File: config.mk
export PLATFORM = sky130hd
export DESIGN_NAME = mesh_wormhole_switch_control
export DESIGN_NICKNAME = d
export VERILOG_FILES = /design/src/rtl/mesh_wormhole_switch_control.sv
export SDC_FILE = /design/constraint.sdc
export NUM_CORES = 1
export LEC_CHECK = 0
export BUFFER_PORTS_ARGS = -buffer_cell sky130_fd_sc_hd__buf_2
export CAP_MARGIN = 10
export CELL_PAD_IN_SITES_DETAIL_PLACEMENT = 1
export CELL_PAD_IN_SITES_GLOBAL_PLACEMENT = 1
export CORE_MARGIN = 2
export CORE_UTILIZATION = 33
export CTS_BUF_LIST = sky130_fd_sc_hd__clkbuf_4
export DETAILED_ROUTE_END_ITERATION = 12
export PLACE_DENSITY_LB_ADDON = 0.12
export SYNTH_ARGS = -nofsm -noshare
export SYNTH_HDL_FRONTEND = slang
export SYNTH_SLANG_ARGS = --single-unit
File: constraint.sdc
create_clock -name clk -period 23.1 [get_ports clk]
set_clock_uncertainty 0.05 [all_clocks]
set_input_delay 6.93 -clock clk [delete_from_list [all_inputs] [get_ports clk]]
set_output_delay 6.93 -clock clk [all_outputs]
set_load 0.005 [all_outputs]
File: src/rtl/mesh_wormhole_switch_control.sv
// Wormhole switch allocator: per-output IDLE/LOCKED FSM with round-robin
// arbitration, packet locking until the tail flit, and credit-based flow control.
module mesh_wormhole_switch_control #(
  parameter int unsigned N       = 5,
  parameter int unsigned M       = 5,
  parameter int unsigned CREDITS = 4
) (
  input  logic                clk,
  input  logic                reset_n,
  input  logic [N-1:0][M-1:0] i_output_req,
  input  logic [N-1:0]        i_tail,
  input  logic [M-1:0]        i_credit_return,
  output logic [M-1:0][N-1:0] o_output_grant,
  output logic [M-1:0]        o_locked
);

  localparam int unsigned CW = $clog2(CREDITS + 1);
  localparam int unsigned IW = (N > 1) ? $clog2(N) : 1;

  typedef enum logic {S_IDLE = 1'b0, S_LOCKED = 1'b1} state_t;

  state_t        r_state  [M];
  state_t        w_state_nxt [M];
  logic [IW-1:0] r_owner  [M];
  logic [IW-1:0] w_owner_nxt [M];
  logic [IW-1:0] r_ptr    [M];
  logic [IW-1:0] w_ptr_nxt [M];
  logic [CW-1:0] r_credit [M];
  logic [CW-1:0] w_credit_nxt [M];
  logic [N-1:0]  w_taken;

  // State, owner, pointer and credit registers for every output
  always_ff @(posedge clk or negedge reset_n) begin
    if (!reset_n) begin
      for (int o = 0; o < int'(M); o++) begin
        r_state[o]  <= S_IDLE;
        r_owner[o]  <= '0;
        r_ptr[o]    <= '0;
        r_credit[o] <= CW'(CREDITS);
      end
    end else begin
      for (int o = 0; o < int'(M); o++) begin
        r_state[o]  <= w_state_nxt[o];
        r_owner[o]  <= w_owner_nxt[o];
        r_ptr[o]    <= w_ptr_nxt[o];
        r_credit[o] <= w_credit_nxt[o];
      end
    end
  end

  // Lock status follows the FSM state (cleared asynchronously by reset)
  always_comb begin
    o_locked = '0;
    for (int o = 0; o < int'(M); o++) begin
      o_locked[o] = (r_state[o] == S_LOCKED);
    end
  end

  // Arbitration and next-state; lower-index outputs claim inputs first
  always_comb begin : arb
    logic          w_hit;
    logic [IW-1:0] w_win;
    int            idx;
    o_output_grant = '0;
    w_taken        = '0;
    w_hit          = 1'b0;
    w_win          = '0;
    idx            = 0;
    for (int o = 0; o < int'(M); o++) begin
      w_state_nxt[o]  = r_state[o];
      w_owner_nxt[o]  = r_owner[o];
      w_ptr_nxt[o]    = r_ptr[o];
      w_credit_nxt[o] = r_credit[o];
    end
    for (int o = 0; o < int'(M); o++) begin
      w_hit = 1'b0;
      w_win = '0;
      if (r_state[o] == S_IDLE) begin
        // First requester at or after the pointer, cyclically
        for (int k = 0; k < int'(N); k++) begin
          idx = (int'(r_ptr[o]) + k) % int'(N);
          if (!w_hit && i_output_req[idx][o]) begin
            w_hit = 1'b1;
            w_win = IW'(idx);
          end
        end
      end else if (i_output_req[r_owner[o]][o]) begin
        w_hit = 1'b1;
        w_win = r_owner[o];
      end
      // No grant without credit, during reset, or when a lower output took the input
      if (r_credit[o] == '0 || !reset_n || w_taken[w_win]) begin
        w_hit = 1'b0;
      end
      if (w_hit) begin
        o_output_grant[o][w_win] = 1'b1;
        w_taken[w_win]           = 1'b1;
        if (r_state[o] == S_IDLE) begin
          w_ptr_nxt[o] = (w_win == IW'(N - 1)) ? '0 : w_win + IW'(1);
          if (!i_tail[w_win]) begin
            w_state_nxt[o] = S_LOCKED;
            w_owner_nxt[o] = w_win;
          end
        end else if (i_tail[w_win]) begin
          w_state_nxt[o] = S_IDLE;
        end
      end
      // Credit accounting; returns saturate at full depth
      if (w_hit && !i_credit_return[o]) begin
        w_credit_nxt[o] = r_credit[o] - CW'(1);
      end else if (!w_hit && i_credit_return[o] && r_credit[o] != CW'(CREDITS)) begin
        w_credit_nxt[o] = r_credit[o] + CW'(1);
      end
    end
  end

endmodule

==> results of run 1 <==
==> stage by stage <==
stage               setup slack, ns  hold WS, ns
finish                        4.341       0.4572
global route                  3.892       0.4706
CTS                           4.382       0.4595
detailed placement            4.413       0.4391
global placement              4.568       0.4411
floorplan                     5.426       0.4158
==> metal layers <==
metal | wire length, um | vias up | track usage (%) | part of all wire (%)
met2 | 19830 | 162 | 36.56 | 47
li1 | - | 6165 | - | -
met5 | 13 | - | 0 | 0.031
met3 | 944 | 41 | 1.431 | 2.3
met1 | 20310 | 6210 | 28.97 | 49
met4 | 749 | 2 | 4.288 | 1.8
==> state kept, by name, indices dropped and copies added (netlist names) <==
register  cells
r_credit     15
o_locked      5
r_owner      15
r_ptr        15
==> area by class of cell <==
class	count	area (sq um)
Clock buffer	5	37.54
Sequential cell	50	1257
Tap cell	511	639.4
Multi-Input combinational cell	1395	10370
Inverter	110	414.1
Clock inverter	3	43.79
Antenna cell	1	2.502
Fill cell	4584	24220
Timing Repair Buffer	78	420.4
==> cell usage after synthesis (all sizes together) (9+ instances only) <==
master / count
o21a: 19
mux2i: 61
nand4: 16
o31ai: 27
or3: 15
or4b: 9
nand3: 50
clkbuf: 46
o221ai: 14
nor4b: 13
and3: 25
or2: 15
buf: 44
o22ai: 16
inv: 104
a211o: 14
a21boi: 16
mux2: 36
a311oi: 10
a2111oi: 9
dfrtp: 45
ha: 111
a22oi: 9
a31oi: 29
and2: 16
a211oi: 26
xnor2: 41
a21o: 10
nand2b: 41
nor3b: 10
nor2: 115
nor4: 15
nor2b: 23
nand2: 139
a21oi: 100
nand3b: 10
nor3: 58
o21ai: 95
o211ai: 27
mux4: 12
==> kinds of logic (layout without fill, tap and decap cells) <==
group	count (synthesis)	in the layout	share of synthesized area (%)
AND/OR/NAND/NOR	598	598	26.16
AO/OA/AOI/OAI	521	521	30.20
buffers and inverters	200	196	6.845
adder cells (fa/ha/maj)	121	121	12.59
multiplexers	109	109	10.38
flip-flops	50	50	10.09
XOR/XNOR	46	46	3.744
other	0	1	0
==> final timing paths <==
check,cells past startpoint,startpoint,slack (ns),to
max reg2reg,27,r_ptr[10],13.62,r_credit[8]
min,1,r_credit[8],0.46,r_credit[8]
min reg2reg,1,r_credit[8],0.46,r_credit[8]
max,16,i_output_req[16],4.34,o_output_grant[22]
min in group asynchronous,1,reset_n,6.33,r_ptr[9]
max in group asynchronous,2,reset_n,15.71,r_ptr[12]
==> worst register-to-register path, stage by stage (launching register included) <==
cell	delay, ns
dfrtp_1	0.75
inv_1	0.44
ha_1	0.41
buf_4	0.29
clkinv_1	0.41
ha_1	0.34
or3b_2	0.44
o22ai_1	0.32
or2_2	0.22
ha_1	0.18
nor2b_1	0.21
a2111oi_2	0.09
or3_1	0.48
o22ai_1	0.36
nor4bb_1	0.37
nor4_1	0.12
a211oi_2	0.75
o211ai_1	0.25
o31a_1	0.36
o21ai_0	0.19
o21a_1	0.17
or4b_1	0.50
a31o_1	0.39
or2_2	0.36
fa_1	0.39
nor2b_1	0.16
mux2_1	0.28
mux2i_1	0.14
==> flow_metrics.env, run 1 <==
export IMPL_grt_usage_pct=21.18
export IMPL_post_route_min_period_ns=18.76
export IMPL_post_route_drc_count=0
export IMPL_syn_instance_count=1645
export IMPL_status="finished clean"
export IMPL_grt_pass1_vias=12790
export IMPL_setup_viol=0
export IMPL_max_cap_violations=0
export IMPL_synth_cell_type_count=126
export IMPL_io_pins=67
export IMPL_finalSetupTns_ns=0
export IMPL_crit_path_max_incr_delay_ns=0.78
export IMPL_end_kind="output pin"
export IMPL_yosys_top_cells_area="ha_1, dfrtp_1, mux2i_1"
export IMPL_worst_pin_slew_ns=0.9754
export IMPL_avgSynthCellArea_sq_um=7.578
export IMPL_synth_edff_count=0
export IMPL_ys_warn_count=0
export IMPL_slew_limit_headroom_pct=34.97
export IMPL_path_class="input port to output pin"
export IMPL_synthArstFlopShare_pct=100.0
export IMPL_place_congestion=0.8604
export IMPL_mappedNetlistArea_sq_mm=0.01247
export IMPL_hold_violations=0
export IMPL_numCtsBuffers=5
export IMPL_clock_latency_ns=0.44
export IMPL_wirelength_um=41850
export IMPL_utilization_pct=35.25
export IMPL_htreeDepth=2
export IMPL_fin_nets=1796
export IMPL_areaGrowthSynthToFinish_pct=5.751
export IMPL_crit_family="compound AO/OA/AOI/OAI gates"
export IMPL_cpMaxStageDelayCell="a211oi_2"
export IMPL_synth_nets=1801
export IMPL_crit_buf_inv=2
export IMPL_vias=12580
export IMPL_yosysSeqAreaShare_pct=10.09
export IMPL_initial_utilization_pct=33.33
export IMPL_fmax_mhz=53.31
export IMPL_clockBufferDepth=2
export IMPL_layout_cells_non_filler=2153
export IMPL_cp_arrival_ns=11.78
export IMPL_die_h_um=198.4
export IMPL_synth_ff_type="dfrtp_1"
export IMPL_cts_root_buffer="clkbuf_4"
export IMPL_die_w_um=198.4
export IMPL_final_cell_area_sq_mm=0.01318
export IMPL_grt_overflow=0
export IMPL_final_common_cell="nand2_1"
export IMPL_grt_start_max_net_pins=45
export IMPL_drive_gt1_share_pct=13.04
export IMPL_portBuffers=66
export IMPL_clock_sinks=50
export IMPL_required_ns=16.12
export IMPL_viasPerCell=5.843
export IMPL_post_cts_buffers=0
export IMPL_ys_ff_latch=50
export IMPL_path_clk_slew_ns=0.15
export IMPL_rsz0062_at_grt="no"
export IMPL_grt_antenna_before_repair=2
export IMPL_place_inst=2144
export IMPL_die_area_sq_mm=0.03934
export IMPL_path_cells="buf_2 > mux4_2 > mux2i_1 > nor2_1 > or2_2 > a311o_1 > a211oi_2 > o211ai_1 > o311ai_1 > o221ai_1 > o31ai_1 > o311ai_1 > a211o_1 > or2_1 > nor3_1 > buf_2"
export IMPL_cts_resized=0
export IMPL_core_area_sq_mm=0.03740
export IMPL_most_common_layout_cells="nand2_1, nor2_1, ha_1"
export IMPL_start_kind="input port"
export IMPL_drt_first_pass_iters=6
export IMPL_slew_viol_final=0
export IMPL_drtIter0Drc=606
export IMPL_cts_hold_buffers=0
export IMPL_tritoncts="built"
export IMPL_row_count=71
export IMPL_placed_area_sq_mm=0.01310
export IMPL_hold_class="register to register"
export IMPL_avgRoutedWirePerCell_um=19.44
export IMPL_worstPathMaxFanout=12
export IMPL_netlist_area_leader_share_pct=11.14
export IMPL_grt_first_pass_wirelength_um=68630
export IMPL_timing_final_crit_share_pct=81.21
export IMPL_final_antenna_net_count=0
export IMPL_yosysTopAreaCell="ha_1"
export IMPL_dp_hpwl_um=32390
Power of run 1 is left out: the tool's default activity adds up to more than one toggle a clock period on the data nets, which glitch-free logic cannot reach.
==> run 2: changes to the inputs <==
==> constraint.sdc (replaced) <==
create_clock -name clk -period 19.5 [get_ports clk]
set_clock_uncertainty 0.05 [all_clocks]
set_input_delay 5.85 -clock clk [delete_from_list [all_inputs] [get_ports clk]]
set_output_delay 5.85 -clock clk [all_outputs]
set_load 0.005 [all_outputs]
==> run 2 against run 1 <==
Net effect:
- cell count unchanged
- utilization about the same
- sequential cell count unchanged
- first-iteration DRC count increased by 14%
- routed wire length down 0.13%
- global-route usage increased by 0.11 points
- cell area is essentially flat
- worst setup slack worse by 1.5 ns
- worst hold slack improved by 0.0040 ns
- non-clock buffer count unchanged
- critical path depth unchanged
- via count up 1.3%
==> flow_metrics.env, run 2 (same netlist as run 1, synthesis figures left out) <==
export IMPL_row_count=71
export IMPL_die_area_sq_mm=0.03934
export IMPL_htreeDepth=2
export IMPL_rsz0062_at_grt="no"
export IMPL_wl_met2_um=19930
export IMPL_place_congestion=0.8602
export IMPL_grt_first_pass_wirelength_um=69120
export IMPL_cts_resized=0
export IMPL_crit_family="compound AO/OA/AOI/OAI gates"
export IMPL_hold_class="register to register"
export IMPL_crit_path_max_incr_delay_ns=0.80
export IMPL_slew_viol_final=0
export IMPL_slew_limit_headroom_pct=35.43
export IMPL_grt_overflow=0
export IMPL_numCtsBuffers=5
export IMPL_path_class="input port to output pin"
export IMPL_wirelength_um=41790
export IMPL_dp_hpwl_um=32520
export IMPL_post_route_min_period_ns=16.62
export IMPL_finalWorstSetupSlack_ns=2.877
export IMPL_fillers=4643
export IMPL_finalSetupTns_ns=0
export IMPL_final_antenna_net_count=0
export IMPL_clock_sinks=50
export IMPL_cts_root_buffer="clkbuf_4"
export IMPL_grt_pass1_vias=12750
export IMPL_reg_largest_list="r_credit: 15 flops, r_owner: 15 flops, r_ptr: 15 flops"
export IMPL_clockBufferDepth=2
export IMPL_tritoncts="built"
export IMPL_portBuffers=66
export IMPL_timing_final_crit_share_pct=85.25
export IMPL_dr_max_layer_used="met5"
export IMPL_required_ns=13.60
export IMPL_final_common_cell="nand2_1"
export IMPL_most_common_layout_cells="nand2_1, nor2_1, ha_1"
export IMPL_initial_utilization_pct=33.33
export IMPL_grt_start_max_net_pins=45
export IMPL_setup_viol=0
export IMPL_start_kind="input port"
export IMPL_die_h_um=198.4
export IMPL_drt_first_pass_iters=5
export IMPL_worstPathMaxFanout=12
export IMPL_die_w_um=198.4
export IMPL_end_kind="output pin"
export IMPL_max_cap_violations=0
export IMPL_path_cells="buf_2 > mux4_2 > mux2i_1 > nor2_1 > or2_2 > a311o_1 > a211oi_2 > o211ai_1 > o311ai_1 > o221ai_1 > o31ai_1 > o311ai_1 > a211o_1 > or2_1 > nor3_1 > buf_2"
export IMPL_grt_antenna_before_repair=2
export IMPL_hold_violations=0
export IMPL_post_route_drc_count=0
export IMPL_cts_hold_buffers=0
export IMPL_cp_arrival_ns=10.72
export IMPL_pre_cts_ws_ns=2.984
export IMPL_wl_met3_um=1039
export IMPL_cpMaxStageDelayCell="a211oi_2"
export IMPL_grt_usage_pct=21.29
export IMPL_path_clk_slew_ns=0.15
export IMPL_fmax_mhz=60.16
export IMPL_core_area_sq_mm=0.03740
export IMPL_drtIter0Drc=693
export IMPL_viasPerCell=5.917
export IMPL_io_pins=67
export IMPL_utilization_pct=35.26
export IMPL_areaGrowthSynthToFinish_pct=5.791
export IMPL_drive_gt1_share_pct=13.04
export IMPL_avgRoutedWirePerCell_um=19.41
export IMPL_post_cts_buffers=0
export IMPL_clock_latency_ns=0.43
export IMPL_routedLengthMet1_um=20110
export IMPL_status="finished clean"
export IMPL_vias=12740
export IMPL_worst_pin_slew_ns=0.9686
export IMPL_fin_nets=1796
export IMPL_crit_buf_inv=2
## run 2: cell count changes in the layout (fill, tap and decap cells not counted), sizes merged
cell and change:
clkinv -1, clkinvlp +1
## run 2: cell type report
class / instances / area (sq um) / area share [%]
Sequential cell: 50 / 1257 / 9.535
Timing Repair Buffer: 78 / 420.4 / 3.188
Multi-Input combinational cell: 1395 / 10370 / 78.61
Clock buffer: 5 / 37.54 / 0.2846
Antenna cell: 1 / 2.502 / 0.01898
Inverter: 110 / 414.1 / 3.140
Tap cell: 511 / 639.4 / 4.848
Clock inverter: 3 / 48.80 / 0.3700
## run 2: path summary, 6_finish.rpt
kind                            slack (ns)        startpoint  depth (start not counted)            endpoint
worst max-delay path                  2.88  i_output_req[16]                         16  o_output_grant[22]
worst min-delay path                  0.46       r_credit[8]                          1         r_credit[8]
worst max register to register        9.99         r_ptr[10]                         27         r_credit[8]
worst min register to register        0.46       r_credit[8]                          1         r_credit[8]
max in group asynchronous            13.22           reset_n                          2         r_owner[14]
min in group asynchronous             5.25           reset_n                          1            r_ptr[9]
## run 2: metal layers
metal | up-vias | track usage, %
met2 | 177 | 36.61
met5 | - | 0
met1 | 6346 | 29.22
li1 | 6174 | -
met3 | 41 | 1.618
met4 | 2 | 4.066
## run 2: worst reg2reg max path: stages (launching register included)
cell,delay (ns)
dfrtp_1,0.78
inv_1,0.46
ha_1,0.41
buf_4,0.29
clkinv_1,0.39
ha_1,0.34
or3b_2,0.44
o22ai_1,0.31
or2_2,0.22
ha_1,0.18
nor2b_1,0.21
a2111oi_2,0.10
or3_1,0.47
o22ai_1,0.37
nor4bb_1,0.36
nor4_1,0.11
a211oi_2,0.77
o211ai_1,0.24
o31a_1,0.35
o21ai_0,0.20
o21a_1,0.18
or4b_1,0.50
a31o_1,0.39
or2_2,0.36
fa_1,0.38
nor2b_1,0.16
mux2_1,0.28
mux2i_1,0.14
## run 2: stage by stage
stage               std cells  cell area, sq um  hold slack [ns]
floorplan                1645             12470           0.4158
global placement         2144             13100           0.4410
detailed placement       2144             13100           0.4415
CTS                      2152             13190           0.4618
global route             2153             13190           0.4713
finish                   2153             13190           0.4612
Power of run 2 is left out for the same reason.
